$ cat config.mk
export PLATFORM = sky130hd
export DESIGN_NAME = boolean2_unit
export DESIGN_NICKNAME = d
export VERILOG_FILES = /design/src/rtl/boolean2_unit.sv
export SDC_FILE = /design/constraint.sdc
export NUM_CORES = 1
export LEC_CHECK = 0
export BUFFER_PORTS_ARGS = -buffer_cell sky130_fd_sc_hd__buf_2
export CORE_AREA = 2 2 39 41
export CTS_CLUSTER_DIAMETER = 60
export CTS_CLUSTER_SIZE = 16
export DETAILED_ROUTE_END_ITERATION = 6
export DIE_AREA = 0 0 41 43
export PLACE_DENSITY_LB_ADDON = 0.2
export SLEW_MARGIN = 5
export SYNTH_ARGS = -nofsm -noshare
export SYNTH_HDL_FRONTEND = slang
export SYNTH_SLANG_ARGS = --single-unit
$ cat constraint.sdc
create_clock -name clk_i -period 2.75 [get_ports clk_i]
set_input_delay 0.1375 -clock clk_i [delete_from_list [all_inputs] [get_ports clk_i]]
set_output_delay 0.1375 -clock clk_i [all_outputs]
set_load 0.02 [all_outputs]
$ cat src/rtl/boolean2_unit.sv
// Evaluates y = (a & b) | (~b & c) combinationally, registers it with its minterm index and counts hits.
// Latency: y_comb_o is combinational; y_o, idx_o, valid_o and ones_cnt_o update 1 cycle after sampling.
// Backpressure: none; a new sample is taken on every clock edge.
module boolean2_unit (
    input  logic       clk_i,
    input  logic       rst_n_i,
    input  logic       a_i,
    input  logic       b_i,
    input  logic       c_i,
    output logic       y_o,
    output logic       y_comb_o,
    output logic [2:0] idx_o,
    output logic       valid_o,
    output logic [3:0] ones_cnt_o
);

    logic       y_q,     y_d;
    logic [2:0] idx_q,   idx_d;
    logic       valid_q, valid_d;
    logic [3:0] cnt_q,   cnt_d;
    logic       f;

    // Minterms {1,5,6,7} of {a,b,c}
    assign f = (a_i & b_i) | (~b_i & c_i);

    always_comb begin
        y_d     = f;
        idx_d   = {a_i, b_i, c_i};
        valid_d = 1'b1;
        cnt_d   = cnt_q;
        // Saturate at 15 rather than wrapping back to 0
        if (f && (cnt_q != 4'd15)) begin
            cnt_d = cnt_q + 4'd1;
        end
    end

    always_ff @(posedge clk_i) begin
        if (!rst_n_i) begin
            y_q     <= 1'b0;
            idx_q   <= 3'b000;
            valid_q <= 1'b0;
            cnt_q   <= 4'd0;
        end else begin
            y_q     <= y_d;
            idx_q   <= idx_d;
            valid_q <= valid_d;
            cnt_q   <= cnt_d;
        end
    end

    assign y_comb_o   = f;
    assign y_o        = y_q;
    assign idx_o      = idx_q;
    assign valid_o    = valid_q;
    assign ones_cnt_o = cnt_q;

endmodule

Word-level counts from Yosys, hierarchy flattened
Cells that the tools add are included.

cells by class
  add/subtract/negate cells = 1
  equality and inequality tests = 1
  multiplexer cells = 1
  bitwise gates (word level) = 4
  reductions and logical operators = 1

operator list
  operator                                      count
  adder 4 x 1 -> 4 bit (second input constant)  1
  != test 4 bit (second input constant)         1
  AND 1 bit                                     2
  logical AND 1 bit                             1
  two-way mux 1 bit                             1
  NOT 1 bit                                     1
  OR 1 bit                                      1

word-level totals
  flip-flop bits (word level) = 9
  bits of input ports = 5
  output and inout port bits = 10
  word-level logic and storage cells = 12

Longest topological paths before layout
  word-level depth = 4
  mapped depth = 4
  depth with buffers taken out = 4

Least setup slack after synthesis
No wires, ideal clock.

  path type = reg-to-reg
  start point = reg cnt_q[0], in the netlist ones_cnt_o[0]
  end point = reg cnt_q[3], in the netlist ones_cnt_o[3]
  data arrival time = 1.211 ns
  data required time = 2.615 ns
  setup slack = 1.404 ns
  stages on the path, launching flop included = 5
  path through = dfxtp_1 -> ha_1 -> and3_1 -> o311ai_0 -> o41ai_1

on the way
  cells in the longest elaborated chain, start to end = 2
  elaborated cells on any way between the ends = 3
  those cells by class = 1 x add/sub; 1 x eq/ne; 1 x reduce/logical

ends and longest elaborated chain
  what                                                          RTL line  text
  from (decl)                                                   20        logic [3:0] cnt_q, cnt_d;
  from (signal assigned)                                        47        cnt_q <= cnt_d;
  branches (longest 2 deep; another with adder 4 x 1 -> 4 bit)  -

Parallel ways; which one is timed is not known.
A chain may end at the register's enable or synchronous reset.

Final worst setup path
Same ends and word-level chain as after synthesis.

==> flow_summary.ini <==
[pwr]
clkPwrFrac_pct = 36.8
pwr-share-seq_pct = 50.2
vdd_drop_max_mv = 0.225
switchingPower_uw = 73.9
pwr-share-comb_pct = 13.1
p_leak_nw = 0.209
power_uw = 281
power.internal_uw = 207
switching_share_pct = 26.3
power_density_nw_per_um2 = 641

[yosys]
ys_seq_area_share_pct = 56.0
yosys_warnings = 0
synth-seq-cells = 9
synth_mux_area_share_pct = 4.28
synth_xor_area_share_pct = 0
syn_nets = 36
synth-simple-area-share_pct = 15.2
synth-compound-area-share_pct = 17.1
avgSynthCellArea_um2 = 10.7
syn_inst = 30
synth-adder-area-share_pct = 3.89
syn_area_um2 = 322
synth_top_family_by_area = compound AO/OA/AOI/OAI gates
yosysUniqueCellTypes = 15

[setup_path]
endpoint_kind = flip-flop
worst-path-max-fanout = 5
r2r-start = ones_cnt_o[0]
critPathRequiredTime_ns = 2.87
cp-startpoint = ones_cnt_o[0]
cpPeakStageDelay_ns = 0.34
reg2reg_to = ones_cnt_o[3]
cp_slowest_cell = dfxtp_1
r2r_setup_slack_ns = 1.40
worstPathArrival_ns = 1.47
reg2reg_depth = 4
start_kind = flip-flop
crit_type = reg -> reg
path_cells = ha_1 > and3_1 > o311ai_0 > o41ai_1

[sta]
fin_tns_setup_ns = 0
relSlewSlack_pct = 69.2
rsz0062_at_grt = false
setup_viol = 0
fmax_mhz = 743
drv_slew = 0
post-route-period-util_pct = 49.0
fin_hold_ws_ns = 0.0618
fin_crit_ns = 1.35
tightest_slew_ns = 0.453
skew_ns = 0.0113
hold_viol = 0

[clock_network]
post-cts-setup-buffers = 0
cts_hold_buf = 0
tritoncts = yes
clk_latency_ns = 0.26
clockRootBuffer = clkbuf_4
cts_sinks = 9
htree_levels = 1
clock_path_buffers = 2
cts_resized = 0
numCtsBuffers = 3
clkTransAtPathRegs_ns = 0.07

[floorplan]
die_w_um = 41
die_y_um = 43
die_area_um2 = 1760
core_um2 = 1380
initial_core_util_pct = 23.2
pin_count = 15
rows = 14

[grt]
grt.total_usage_pct = 9.55
grt_pass1_vias = 246
grt_overflow = 0
grt_pass1_wl_mm = 1.06
antenna_found_initial = 0
grt_max_degree = 10

[routing]
drt-total-wl_um = 659
detail_route.wl_per_cell_um = 10.3
drc = 0
antenna_left = 0
vias_per_cell = 4.23
drt_iter0_markers = 3
dr.pass1.iters = 2
num_vias = 271

[finish]
instances_no_fill = 64
area_delta_synth_final_pct = 36.2
antennaDiodeCount = 0
drive_gt1_share_pct = 39.6
fin_nets = 55

[min_path]
worst_hold_path_type = in -> reg
holdPathStages = 1
min_to = valid_o
hold_path_startpoint = rst_n_i

[job]
drv_cap = 0

[place]
dp_cells = 60
portBuffers = 14
gp_congestion = 0.656

[outcome]
status = completed
==> per-stage QoR <==
step,util (%),area [um^2],setup WS (ns)
after floorplan,-,322,1.40
after global placement,29.7,412,1.46
after detailed placement,29.7,412,1.44
after CTS,31.6,438,1.41
after global routing,31.6,438,1.31
final,31.6,438,1.40
==> state kept, by name, indices dropped and copies added (netlist names) <==
signal,flops
idx_o,3
ones_cnt_o,4
valid_o,1
y_o,1
==> worst max-delay path, delay by kind of cell (launching register included) <==
family                   cells  cell delay (ns)
adder cells (fa/ha/maj)      1             0.21
AND/OR/NAND/NOR              1             0.22
flip-flops                   1             0.34
AO/OA/AOI/OAI                2             0.43
==> power by group through the flow <==
stage	clock network (mW)	registers, mW	logic (mW)
global placement	0	0.144	0.0365
floorplan	0	0.152	0.0129
finish	0.103	0.141	0.0366
detailed placement	0	0.144	0.0362
global route	0.120	0.142	0.0400
CTS	0.107	0.141	0.0369
==> area by class of cell <==
class	instances	area, um^2
clock buffers	4	26.3
fillers	151	946
inverters	3	11.3
multi-input cells	18	130
flip-flops and latches	9	180
well taps	16	20.0
repair buffers	14	70.1
==> cell families (layout without fill, tap and decap cells) <==
family | Yosys count | count (layout)
muxes | 1 | 1
AOI/OAI and AO/OA | 8 | 8
adders and majority gates | 1 | 1
and+or+nand+nor | 8 | 8
DFF | 9 | 9
buffers and inverters | 3 | 21
==> worst max path at each step <==
stage                    end  slack, ns
2_1_floorplan  ones_cnt_o[3]       1.40
3_3_place_gp   ones_cnt_o[3]       1.46
3_5_place_dp   ones_cnt_o[3]       1.44
4_1_cts        ones_cnt_o[3]       1.41
5_1_grt        ones_cnt_o[3]       1.31
6_report       ones_cnt_o[3]       1.40
==> synth_stat cells <==
library cell  number  share of area, %
a21oi_1            2               3.1
and2_1             2               3.9
and2_2             1               2.3
and3_1             1               1.9
dfxtp_1            9                56
ha_1               1               3.9
inv_1              3               3.5
mux2i_2            1               4.3
nand3_1            1               1.6
nand3b_1           1               2.3
nor2_1             1               1.2
o21ai_0            2               3.1
o311ai_0           2               5.4
o41ai_1            2               5.4
or3_1              1               1.9
==> cells in the final DEF, fill, tap and decap left out <==
master / n
o41ai_1: 2
ha_1: 1
or3_1: 1
nand3b_1: 1
a21oi_1: 2
inv_1: 3
dfxtp_1: 9
and2_1: 2
nand3_1: 1
mux2i_2: 1
nor2_1: 1
clkbuf_4: 3
clkbuf_1: 1
and3_1: 1
o311ai_0: 2
buf_2: 14
and2_2: 1
o21ai_0: 2
==> per-layer routing <==
metal	global-route usage [%]	vias to the layer above	routed length (um)
li1	-	148	-
met1	10.6	115	309
met2	12.8	8	312
met3	7.85	0	37
met4	4.00	0	0
met5	0	-	0
(Power assumes the default switching activity.)
